## config.mk

```make
export PLATFORM = sky130hd
export DESIGN_NAME = m_trigger_ctrl
export DESIGN_NICKNAME = d
export VERILOG_FILES = /design/src/rtl/m_trigger_pkg.sv /design/src/rtl/m_cycle_counter.sv /design/src/rtl/m_trigger_ctrl.sv
export SDC_FILE = /design/constraint.sdc
export NUM_CORES = 1
export LEC_CHECK = 0
export CAP_MARGIN = 0
export CORE_UTILIZATION = 50
export CTS_CLUSTER_DIAMETER = 30
export DETAILED_ROUTE_END_ITERATION = 8
export DONT_BUFFER_PORTS = 1
export GPL_TIMING_DRIVEN = 1
export PLACE_DENSITY = 0.76
export SLEW_MARGIN = 20
export SYNTH_ARGS = -nofsm -noshare
export SYNTH_HDL_FRONTEND = slang
export SYNTH_SLANG_ARGS = --single-unit
```

## constraint.sdc

```tcl
create_clock -name clk -period 7.25 [get_ports clk]
set_input_delay 1.8125 -clock clk [delete_from_list [all_inputs] [get_ports clk]]
set_output_delay 1.8125 -clock clk [all_outputs]
set_load 0.01 [all_outputs]
```

## src/rtl/m_trigger_pkg.sv

```systemverilog
`default_nettype none
// +----------------------------------------------------------------------------+
// | Module      : m_trigger_pkg                                                |
// | Description : Shared definitions for the capture trigger controller:       |
// |               FSM state codes (also driven on the 3-bit state port),       |
// |               acquisition mode codes and a mode decode helper.             |
// | Revision    : 1.0 - initial release                                        |
// +----------------------------------------------------------------------------+
package m_trigger_pkg;

  // State codes are visible to software through the state port, so the
  // numeric values are fixed.
  typedef enum logic [2:0] {
    ST_IDLE    = 3'd0,
    ST_PRE     = 3'd1,
    ST_WAIT    = 3'd2,
    ST_POST    = 3'd3,
    ST_DONE    = 3'd4,
    ST_HOLDOFF = 3'd5
  } state_e;

  localparam logic [1:0] MODE_AUTO    = 2'd0;
  localparam logic [1:0] MODE_NORMAL  = 2'd1;
  localparam logic [1:0] MODE_SINGLE  = 2'd2;
  localparam logic [1:0] MODE_SINGLE3 = 2'd3;  // reserved code, behaves as SINGLE

  // SINGLE captures return to IDLE after ack instead of re-arming.
  function automatic logic is_single(input logic [1:0] mode);
    return (mode == MODE_SINGLE) || (mode == MODE_SINGLE3);
  endfunction

endpackage
`default_nettype wire

```

## src/rtl/m_cycle_counter.sv

```systemverilog
`default_nettype none
// +----------------------------------------------------------------------------+
// | Module      : m_cycle_counter                                              |
// | Description : Up-counter that reports when it has reached a terminal       |
// |               value. Shared by the trigger FSM for pre/post sample counts, |
// |               holdoff timing and the AUTO-mode timeout.                    |
// | Ports       : clk, rst_n  - clock, async active-low reset                  |
// |               clear       - synchronous return to zero (wins over enable)  |
// |               enable      - advance by one this cycle                      |
// |               terminal    - value at which match asserts                   |
// |               match       - count has reached (or passed) terminal         |
// | Revision    : 1.0 - initial release                                        |
// +----------------------------------------------------------------------------+
module m_cycle_counter #(
  parameter int TMR_W = 16
) (
  input  logic             clk,
  input  logic             rst_n,
  input  logic             clear,
  input  logic             enable,
  input  logic [TMR_W-1:0] terminal,
  output logic             match
);

  logic [TMR_W-1:0] count_q;
  logic [TMR_W-1:0] count_d;

  // Saturate instead of wrapping so a long WAIT can never alias back onto
  // a small timeout value.
  always_comb begin
    count_d = count_q;
    if (clear) begin
      count_d = '0;
    end else if (enable && (count_q != '1)) begin
      count_d = count_q + TMR_W'(1);
    end
  end

  always_ff @(posedge clk or negedge rst_n) begin
    if (!rst_n) begin
      count_q <= '0;
    end else begin
      count_q <= count_d;
    end
  end

  // ">=" rather than "==" so that lowering the terminal mid-count ends the
  // phase promptly instead of running to saturation.
  assign match = (count_q >= terminal);

endmodule
`default_nettype wire

```

## src/rtl/m_trigger_ctrl.sv

```systemverilog
`default_nettype none
// +----------------------------------------------------------------------------+
// | Module      : m_trigger_ctrl                                               |
// | Description : Capture-buffer trigger controller. Fills pre-trigger         |
// |               samples, waits for an edge / software / timeout trigger,     |
// |               records the trigger address, fills post-trigger samples,     |
// |               then waits for readout ack before holdoff or idle.           |
// | Ports       : clk, rst_n                 - clock, async active-low reset   |
// |               arm, stop, force_trig, ack - control strobes                 |
// |                 (force_trig is the software trigger; 'force' is reserved) |
// |               mode, edge_sel             - acquisition mode, edge select   |
// |               positive, negative         - edge flags of current sample    |
// |               pretrig, posttrig          - sample counts around trigger    |
// |               holdoff, auto_timeout      - cycle counts                    |
// |               wr_en, wr_addr             - capture buffer write port       |
// |               trig_addr                  - address of trigger sample       |
// |               triggered, done, busy      - status                          |
// |               state                      - current state code              |
// | Revision    : 1.0 - initial release                                        |
// +----------------------------------------------------------------------------+
module m_trigger_ctrl
  import m_trigger_pkg::*;
#(
  parameter int ADDR_W = 10,
  parameter int TMR_W  = 16
) (
  input  logic              clk,
  input  logic              rst_n,
  input  logic              arm,
  input  logic              stop,
  input  logic              force_trig,
  input  logic              ack,
  input  logic [1:0]        mode,
  input  logic              edge_sel,
  input  logic              positive,
  input  logic              negative,
  input  logic [ADDR_W-1:0] pretrig,
  input  logic [ADDR_W-1:0] posttrig,
  input  logic [TMR_W-1:0]  holdoff,
  input  logic [TMR_W-1:0]  auto_timeout,
  output logic              wr_en,
  output logic [ADDR_W-1:0] wr_addr,
  output logic [ADDR_W-1:0] trig_addr,
  output logic              triggered,
  output logic              done,
  output logic              busy,
  output logic [2:0]        state
);

  state_e            state_q,     state_d;
  logic              wr_en_q,     wr_en_d;
  logic [ADDR_W-1:0] wr_addr_q,   wr_addr_d;
  logic [ADDR_W-1:0] trig_addr_q, trig_addr_d;
  logic              triggered_q, triggered_d;
  logic              done_q,      done_d;
  logic              busy_q,      busy_d;

  logic [ADDR_W-1:0] pre_last;
  logic [ADDR_W-1:0] post_last;
  logic [TMR_W-1:0]  hold_last;
  logic [TMR_W-1:0]  cnt_term;
  logic              cnt_match;
  logic              cnt_clear;
  logic              trig_event;

  // Last index of each counted phase. PRE and HOLDOFF last at least one
  // cycle even when programmed to zero.
  assign pre_last  = (pretrig  == '0) ? '0 : pretrig  - ADDR_W'(1);
  assign post_last = (posttrig == '0) ? '0 : posttrig - ADDR_W'(1);
  assign hold_last = (holdoff  == '0) ? '0 : holdoff  - TMR_W'(1);

  // The counter restarts at zero on every state change, so in each phase
  // its value is the number of cycles already spent there.
  always_comb begin
    cnt_term = '0;
    case (state_q)
      ST_PRE:     cnt_term = TMR_W'(pre_last);
      ST_WAIT:    cnt_term = auto_timeout;
      ST_POST:    cnt_term = TMR_W'(post_last);
      ST_HOLDOFF: cnt_term = hold_last;
      default:    cnt_term = '0;
    endcase
  end

  assign cnt_clear = (state_d != state_q);

  m_cycle_counter #(
    .TMR_W (TMR_W)
  ) u_cycle_counter (
    .clk      (clk),
    .rst_n    (rst_n),
    .clear    (cnt_clear),
    .enable   (busy_q),
    .terminal (cnt_term),
    .match    (cnt_match)
  );

  // Edge, software and timeout sources are OR-ed into one event, so any
  // coincidence of them produces a single trigger.
  assign trig_event = (edge_sel ? negative : positive) | force_trig |
                      ((mode == MODE_AUTO) & cnt_match);

  always_comb begin
    state_d     = state_q;
    trig_addr_d = trig_addr_q;
    triggered_d = triggered_q;
    // The address presented this cycle is consumed by the write in flight.
    wr_addr_d   = wr_en_q ? (wr_addr_q + ADDR_W'(1)) : wr_addr_q;

    case (state_q)
      ST_IDLE: begin
        if (arm) begin
          state_d     = ST_PRE;
          triggered_d = 1'b0;
        end
      end
      ST_PRE: begin
        if (cnt_match) state_d = ST_WAIT;
      end
      ST_WAIT: begin
        if (trig_event) begin
          trig_addr_d = wr_addr_q;
          triggered_d = 1'b1;
          state_d     = (posttrig == '0) ? ST_DONE : ST_POST;
        end
      end
      ST_POST: begin
        if (cnt_match) state_d = ST_DONE;
      end
      ST_DONE: begin
        if (ack) begin
          if (is_single(mode)) begin
            state_d = ST_IDLE;
          end else begin
            state_d     = ST_HOLDOFF;
            triggered_d = 1'b0;
          end
        end
      end
      ST_HOLDOFF: begin
        if (cnt_match) state_d = ST_PRE;
      end
      default: state_d = ST_IDLE;
    endcase

    // Abort overrides everything, including a trigger in the same cycle.
    if (stop) begin
      state_d     = ST_IDLE;
      triggered_d = 1'b0;
      trig_addr_d = trig_addr_q;
    end

    wr_en_d = state_d inside {ST_PRE, ST_WAIT, ST_POST};
    busy_d  = state_d inside {ST_PRE, ST_WAIT, ST_POST, ST_HOLDOFF};
    done_d  = (state_d == ST_DONE);
  end

  always_ff @(posedge clk or negedge rst_n) begin
    if (!rst_n) begin
      state_q     <= ST_IDLE;
      wr_en_q     <= 1'b0;
      wr_addr_q   <= '0;
      trig_addr_q <= '0;
      triggered_q <= 1'b0;
      done_q      <= 1'b0;
      busy_q      <= 1'b0;
    end else begin
      state_q     <= state_d;
      wr_en_q     <= wr_en_d;
      wr_addr_q   <= wr_addr_d;
      trig_addr_q <= trig_addr_d;
      triggered_q <= triggered_d;
      done_q      <= done_d;
      busy_q      <= busy_d;
    end
  end

  assign wr_en     = wr_en_q;
  assign wr_addr   = wr_addr_q;
  assign trig_addr = trig_addr_q;
  assign triggered = triggered_q;
  assign done      = done_q;
  assign busy      = busy_q;
  assign state     = state_q;

endmodule
`default_nettype wire
```

Yosys cells after proc, flatten, opt, wreduce, memory -nomap -nowiden
Cells that the tools add are included.

Flip-flop bits (word level): 43. Output and inout port bits: 27.

Add/subtract/negate cells: 5. Magnitude comparators: 1. Equality and inequality tests: 18. Multiplexer cells: 23. Bitwise operators: 4. Reductions and logical operators: 13.

Operators with widths (number): 16-bit case mux with 4 select lines (1); 16-bit two-way mux (3); 3-bit two-way mux (9); 10-bit logical NOT (2); 10-bit two-way mux (2); 10-bit by 1-bit subtractor with 10-bit output, second input constant (2); 3-bit case mux with 6 select lines (1); 16-bit by 1-bit adder with 16-bit output, second input constant (1); 16-bit greater-or-equal comparator (1); 16-bit logical NOT (1); 16-bit inequality test, second input constant (1); 16-bit by 1-bit subtractor with 16-bit output, second input constant (1); 3-bit by 2-bit == test with 1-bit output, second input constant (4); 3-bit == test, second input constant (4); 3-bit inequality test, second input constant (4); 10-bit by 1-bit adder with 10-bit output, second input constant (1); 4-bit nonzero test (2); 3-bit by 1-bit == test with 1-bit output, second input constant (2); 1-bit two-way mux (6); 5-bit AND reduction (1); 2-bit == test, second input constant (2); 3-bit logical NOT (1); 3-bit inequality test (1); 1-bit case mux with 3 select lines (1); other kinds (9) (10).

Longest topological paths before layout
Gate-level depths: netlist of run 1.

Depth in word-level cells: 11. Mapped depth: 19.

Cells and area by module
Synthesis of run 1 repeated with hierarchy kept, for this count alone.

Cells, all modules: 419. Area, all modules: 3666.0 sq um.

Modules (own cells, without submodules): m_trigger_ctrl (times used 1, cells each 267, area an instance 2347.3 sq um); m_cycle_counter (times used 1, cells each 152, area an instance 1318.8 sq um).

Worst setup path before layout of run 1
No wires, ideal clock.

Path kind: input-to-reg. From: in holdoff[7]. To: reg trig_addr_q[0], in the netlist trig_addr[0]. Arrival: 5.546 ns. Required time: 7.125 ns. Slack: 1.579 ns. Stages: 15. Cell sequence: or4_4 nor4_4 nand2b_2 or3_4 o311a_4 buf_6 a221oi_2 ha_1 a21oi_1 o21ai_0 a211oi_1 a21boi_0 nand2b_1 nand2_1 mux2_2.

Cells in the longest elaborated chain, start to end: 7. Elaborated cells on any way between the ends: 8. Classes of those cells: 1 x add/sub; 1 x order compare; 2 x mux; 2 x bitwise; 2 x reduce/logical.

Ends and longest elaborated chain: from (decl) (RTL line m_trigger_ctrl.sv:39) `input logic [TMR_W-1:0] holdoff,`; 16-bit by 1-bit subtractor with 16-bit output or 16-bit logical NOT (tied branches) (RTL line m_trigger_ctrl.sv:70) `assign hold_last = (holdoff == '0) ? '0 : holdoff - TMR_W'(1);`; 16-bit two-way mux (*) (RTL line m_trigger_ctrl.sv:70); 16-bit case mux with 4 select lines (*) (RTL line m_trigger_ctrl.sv:76) `case (state_q)`; 16-bit greater-or-equal comparator (*) (RTL line m_cycle_counter.sv:49) `assign match = (count_q >= terminal);`; 1-bit AND (*) (RTL line m_trigger_ctrl.sv:101) `((mode == MODE_AUTO) & cnt_match);`; 1-bit OR (*) (RTL line m_trigger_ctrl.sv:100) `assign trig_event = (edge_sel ? negative : positive) | force_trig |`; 3-bit AND reduction (no line) (*); to (signal assigned) (RTL line m_trigger_ctrl.sv:171) `trig_addr_q <= trig_addr_d;`; to (decl) (RTL line m_trigger_ctrl.sv:53) `logic [ADDR_W-1:0] trig_addr_q, trig_addr_d;`.

Every way passes the cells marked *; elsewhere a longest branch is shown, timed or not. A chain may end at the register's enable or synchronous reset.

Worst setup path after layout of run 1
From: in holdoff[7]. To: reg trig_addr_q[6], in the netlist trig_addr[6].

Same word-level chain as after synthesis.

==> results of run 1 <==
[worst max-delay path, delay by kind of cell]
family,cells,cell delay [ns]
and+or+nand+nor,6,1.83
adders and majority gates,1,0.33
muxes,1,0.39
AOI/OAI and AO/OA,6,1.73
[synth_stat cells, types with 2 or more instances]
library cell / count
dfrtp_1: 43
nor2_1: 40
xnor2_1: 28
nand2_1: 24
xor2_1: 23
ha_1: 22
a21oi_1: 16
inv_1: 14
mux2_2: 13
nor3_1: 13
nand3_1: 12
nand4_1: 10
o22ai_1: 10
o21ai_0: 8
and3_1: 7
nor4_1: 7
a22oi_1: 6
clkbuf_1: 6
a211oi_1: 5
nand2b_1: 5
a221oi_1: 4
nor2b_1: 4
a211o_1: 3
a221oi_2: 3
and2_1: 3
buf_6: 2
nand3b_1: 2
o211ai_1: 2
or3_1: 2
or4_1: 2
[layout make-up]
cell class,count,area share [%]
multi-input combinational,297,62.14
sequential,43,31.16
tap,77,2.790
clock buffer,5,1.993
inverter,14,1.522
clock inverter,2,0.3986
[final timing paths]
| check | slack [ns] | end | depth (start not counted) | start |
|---|---|---|---|---|
| worst max-delay path | 1.33 | trig_addr[6]$_DFFE_PN0P_ | 14 | holdoff[7] |
| worst max register to register | 3.08 | trig_addr[6]$_DFFE_PN0P_ | 11 | state[1]$_DFF_PN0_ |
| max in group asynchronous | 5.96 | u_cycle_counter.count_q[4]$_DFFE_PN0P_ | 0 | rst_n |
| worst min-delay path | 0.55 | wr_addr[9]$_DFFE_PN0P_ | 1 | wr_addr[9]$_DFFE_PN0P_ |
| min in group asynchronous | 1.21 | u_cycle_counter.count_q[14]$_DFFE_PN0P_ | 0 | rst_n |
| worst min register to register | 0.55 | wr_addr[9]$_DFFE_PN0P_ | 1 | wr_addr[9]$_DFFE_PN0P_ |
[flip-flops by register name (all words and copies together) (netlist names)]
register and cells:
done 1, triggered 1, busy 1, wr_addr 10
state 3, wr_en 1, u_cycle_counter.count_q 16, trig_addr 10
[routing by layer]
metal,GRT usage [%],vias up,share of wire [%]
li1,-,1319,-
met1,26.27,1323,42
met2,39.05,84,50
met3,4.871,13,5.8
met4,8.464,0,2.0
met5,0,-,0
[kinds of logic (layout without fill, tap and decap cells)]
family / Yosys count / after routing / synth area share [%]
flip-flops: 43 / 43 / 32.48
buffers and inverters: 23 / 21 / 3.096
adder cells (fa/ha/maj): 22 / 22 / 8.308
AO/OA/AOI/OAI: 72 / 72 / 16.50
multiplexers: 14 / 14 / 4.721
AND/OR/NAND/NOR: 138 / 138 / 21.41
XOR/XNOR: 51 / 51 / 13.48
[power groups by stage]
stage / Combinational (mW) / Clock (mW) / Sequential [mW]
4_1_cts: 0.344 / 0.152 / 0.369
3_3_place_gp: 0.331 / 0 / 0.371
3_5_place_dp: 0.344 / 0 / 0.373
5_1_grt: 0.387 / 0.158 / 0.378
2_1_floorplan: 0.303 / 0 / 0.342
6_report: 0.348 / 0.146 / 0.370
==> run summary, run 1 <==
die extent in x -> 83.40 um
Clock Skew -> 0.006892 ns
number of H-tree levels -> 2
Setup TNS -> 0 ns
Post-CTS Setup Inserts -> 0
FILL cells -> 590
Crit path required time -> 7.43 ns
area leader, netlist -> dfrtp_1
Worst-path clk slew -> 0.08 ns
Pwr Density -> 249.9 nW/um2
clk buf depth -> 2
initial antenna violation count -> 0
Initial DRC Count -> 144
I/O Buffers -> 0
Die Area -> 6956 um2
Final Hold Violating Endpoints -> 0
tightest hold margin -> 0.5546 ns
wire per inst -> 17.28 um
crit-path cells -> or4_4 > nor4_4 > nand2b_2 > or3_4 > o311a_4 > a221oi_1 > ha_1 > a21oi_1 > o21ai_0 > a211oi_1 > a21boi_0 > nand2b_1 > nand2_1 > mux2_2
cts hold-fix bufs -> 0
post-route minimum period -> 5.922 ns
CP max stage cell -> or4_4
hpwl dp -> 6057 um
fin area -> 3453 um2
Post-layout nets -> 446
vias post-DR -> 2739
P_sw -> 0.3589 mW
syn_nets -> 448
worst hold path class -> register to register
Crit Path Max Fanout -> 14
Post-synth EDFFs -> 0
leakage -> 1.455 nW
initial core utilization -> 51.88%
Slew Limit Headroom -> 50.40%
antenna cells -> 0
peak supply drop -> 0.0001638 V
worst slack, placed -> 0.9715 ns
Layout area overhead -> 4.230%
outcome -> finished, final reports clean
first-pass GRT wire length -> 12390 um
drt pass-1 iters -> 4
most common cell after layout, fill and taps aside -> dfrtp_1
Remaining DRCs -> 0
non-filler cells, final -> 438
gpl congestion -> 0.8569
ys flop type -> dfrtp_1
Ports -> 90
FFs w/ async S/R, synth -> 100.0%
clock group share of total power -> 16.9%
Vias/cell -> 6.253
area occupied by multi-input gates -> 2146 um2
# Max-Cap Violations -> 0
Critical Path AT -> 6.11 ns
Achievable Freq -> 168.9 MHz
Remaining Overflow, GRT -> 0
share of cells above drive strength 1 -> 8.864%
Synth Area per Inst -> 9.127 um2
synthesized area -> 3313 um2
number of global-route vias before repair -> 2688
largest net degree at the start of global routing -> 44
flip-flop and latch area -> 1076 um2
period utilisation layout -> 81.68%
Resized Gates After CTS -> 0
clock sinks -> 43
die height -> 83.40 um
CTS root buf -> clkbuf_8
Final ANT Viol Nets -> 0
top cells by area, synth -> dfrtp_1 (32%), ha_1 (8.3%), xnor2_1 (7.4%)
measured slew at the worst slew-check pin -> 0.7416 ns
Internal -> 0.5040 mW
Gate power share -> 40.3%
CP Capture Type -> register
slowest stage delay, CP -> 0.56 ns
Cell Area, Placed -> 3364 um2
Cells after Synth -> 363
Slew Viols, Final -> 0
most frequent cells in the layout -> dfrtp_1 (43), nor2_1 (40), xnor2_1 (28), nand2_1 (24), xor2_1 (23)
min setup slack post-route -> 1.328 ns
RSZ-0062 raised after global routing -> false
Setup Viol. Count Final -> 0
final wirelength -> 7570 um
post-synth top area share -> 32.48%
count of warnings emitted by yosys -> 0
dpl cells -> 431
total power -> 0.8630 mW
clk_lat worst skew -> 0.29 ns
Core Util, Final -> 54.08%
register bit count reported by yosys -> 43
crit path kind -> input pin to register
number of buffers created by CTS -> 5
global-route usage over all layers -> 22.17%
part of the power in registers -> 42.8%
row count -> 29
Net Sw Frac -> 41.60%
Yosys cell types -> 54
register area share after synthesis -> 32.48%
CTS tree -> done
area of the core -> 6386 um2
Worst Setup Start Kind -> input pin
Note: power is estimated with default switching activity, not from simulation.
==> run 2, diff against run 1 <==
==> constraint.sdc (replaced) <==
create_clock -name clk -period 6.1 [get_ports clk]
set_input_delay 1.525 -clock clk [delete_from_list [all_inputs] [get_ports clk]]
set_output_delay 1.525 -clock clk [all_outputs]
set_load 0.01 [all_outputs]
==> run summary, run 2 (synthesis results as in run 1) <==
outcome -> finished, final reports clean
wire per inst -> 17.05 um (-1.4%)
slowest stage delay, CP -> 0.56 ns (about the same)
die height -> 83.40 um (unchanged)
Die Area -> 6956 um2 (unchanged)
number of buffers created by CTS -> 5 (unchanged)
Crit Path Max Fanout -> 14 (unchanged)
r2r startpoint -> state[0]$_DFF_PN0_
initial core utilization -> 51.88% (unchanged)
Remaining DRCs -> 0 (unchanged)
CP Capture Type -> register
clk_lat worst skew -> 0.29 ns (about the same)
max reg flops -> 16 (unchanged)
crit-path cells -> or4_4 > nor4_4 > nand2b_2 > or3_4 > o311a_4 > a221oi_1 > ha_1 > a21oi_1 > o21ai_0 > a211oi_1 > a21boi_0 > nand2b_1 > nand2_1 > mux2_2
Slew Viols, Final -> 0 (unchanged)
Setup Viol. Count Final -> 0 (unchanged)
CTS root buf -> clkbuf_8
met1 GRT Util -> 25.62% (-0.65 points)
row count -> 29 (unchanged)
I/O Buffers -> 0 (unchanged)
Remaining Overflow, GRT -> 0 (unchanged)
CP max stage cell -> or4_4
Top reg by flops -> u_cycle_counter.count_q
Layout area overhead -> 4.645%
met2 Use GR -> 38.82% (-0.22 points)
gpl congestion -> 0.8683 (+1.3%)
Post-layout nets -> 446 (unchanged)
most common cell after layout, fill and taps aside -> dfrtp_1
period utilisation layout -> 93.12%
measured slew at the worst slew-check pin -> 0.7362 ns (-0.005459 ns)
antenna cells -> 0 (unchanged)
Initial DRC Count -> 162 (+13%)
CTS tree -> done
Achievable Freq -> 176.1 MHz
Pwr Density -> 298.6 nW/um2 (+19%)
Worst-path clk slew -> 0.08 ns (about the same)
# Max-Cap Violations -> 0 (unchanged)
Slew Limit Headroom -> 50.76% (+0.37 points)
cts hold-fix bufs -> 0 (unchanged)
non-filler cells, final -> 439 (+0.23%)
Worst Setup Start Kind -> input pin
Vias/cell -> 6.150 (-1.6%)
dpl cells -> 431 (unchanged)
clk buf depth -> 2 (unchanged)
Core Util, Final -> 54.29% (+0.22 points)
final wirelength -> 7483 um (-1.1%)
Ports -> 90 (unchanged)
die extent in x -> 83.40 um (unchanged)
grt peak-use layer -> met2
clock sinks -> 43 (unchanged)
number of global-route vias before repair -> 2734 (+1.7%)
largest net degree at the start of global routing -> 44 (unchanged)
met3 global-route usage -> 6.362% (+1.5 points)
leakage -> 1.463 nW (+0.52%)
Crit path max-delay family -> simple AND/OR/NAND/NOR gates
area of the core -> 6386 um2 (unchanged)
Clock Skew -> 0.01152 ns (+0.004628 ns)
peak supply drop -> 0.0001683 V (+2.7%)
Crit path required time -> 6.28 ns (-1.15 ns)
number of H-tree levels -> 2 (unchanged)
drt pass-1 iters -> 4 (unchanged)
crit path kind -> input pin to register
Final Hold Violating Endpoints -> 0 (unchanged)
Critical Path AT -> 5.86 ns (-0.25 ns)
RSZ-0062 raised after global routing -> false
WP buf/inv -> 0 (unchanged)
hpwl dp -> 5938 um (-2.0%)
post-route minimum period -> 5.680 ns
Setup TNS -> 0 ns (unchanged)
vias post-DR -> 2700 (-1.4%)
global-route usage over all layers -> 21.92% (-0.26 points)
Post-CTS Setup Inserts -> 0 (unchanged)
initial antenna violation count -> 0 (unchanged)
most frequent cells in the layout -> dfrtp_1 (43), nor2_1 (40), xnor2_1 (28), nand2_1 (24), xor2_1 (23)
min-delay src -> wr_addr[9]$_DFFE_PN0P_
Worst Setup SP -> holdoff[7]
worst hold path class -> register to register
Resized Gates After CTS -> 0 (unchanged)
Final ANT Viol Nets -> 0 (unchanged)
first-pass GRT wire length -> 12460 um (+0.61%)
share of cells above drive strength 1 -> 9.116% (+0.25 points)
==> run 2: cell count changes in the layout (fill, tap and decap cells not counted) <==
cell / delta
clkbuf_8: +1
clkinv_4: -1
inv_6: +1
==> run 2: layout make-up <==
cell class	instances	area [um2]
Fill cell	600	2919
Sequential cell	43	1076
Clock inverter	2	13.76
Inverter	14	52.55
Tap cell	77	96.34
Multi-Input combinational cell	297	2146
Clock buffer	6	82.58
==> run 2: final timing paths <==
| path | end | slack (ns) | cells after the start |
|---|---|---|---|
| worst min-delay path | wr_addr[9]$_DFFE_PN0P_ | 0.56 | 1 |
| min in group asynchronous | u_cycle_counter.count_q[15]$_DFFE_PN0P_ | 0.92 | 0 |
| worst min register to register | wr_addr[9]$_DFFE_PN0P_ | 0.56 | 1 |
| worst max register to register | trig_addr[8]$_DFFE_PN0P_ | 1.89 | 12 |
| worst max-delay path | trig_addr[8]$_DFFE_PN0P_ | 0.42 | 14 |
| max in group asynchronous | trig_addr[2]$_DFFE_PN0P_ | 5.08 | 0 |
==> run 2: where the power goes <==
part / internal, mW / total [mW] / leakage [nW] / switching (mW)
clock: 0.0926 / 0.190 / 0.0516 / 0.0974
sequential: 0.336 / 0.438 / 0.582 / 0.103
combinational: 0.185 / 0.407 / 0.830 / 0.222
total: 0.613 / 1.04 / 1.46 / 0.422
==> run 2: layer usage <==
metal | part of all wire (%) | routed length (um) | vias up
li1 | - | - | 1330
met1 | 41 | 3088 | 1276
met2 | 50 | 3732 | 86
met3 | 7.7 | 578 | 8
met4 | 1.1 | 85 | 0
met5 | 0 | 0 | -
==> run 2: worst register-to-register path, stage by stage, from the launching register on <==
cell      delay, ns
dfrtp_1        0.76
nand2b_1       0.21
a211o_1        0.43
o22ai_1        0.30
a221oi_1       0.09
ha_1           0.33
a21oi_1        0.14
nor3_1         0.07
a211oi_1       0.54
a21boi_0       0.23
nand2b_1       0.21
nand2_1        0.40
mux2_2         0.40
==> run 2: through the flow <==
step / hold WS [ns] / power (mW) / cell area (um2) / setup WS [ns]
CTS: 0.5653 / 1.039 / 3461 / 0.4468
finish: 0.5570 / 1.035 / 3467 / 0.4198
global route: 0.5936 / 1.114 / 3467 / 0.1359
global placement: 0.5535 / 0.8336 / 3364 / 0.2124
floorplan: 0.5222 / 0.7656 / 3313 / 0.7169
detailed placement: 0.5532 / 0.8494 / 3364 / 0.1342
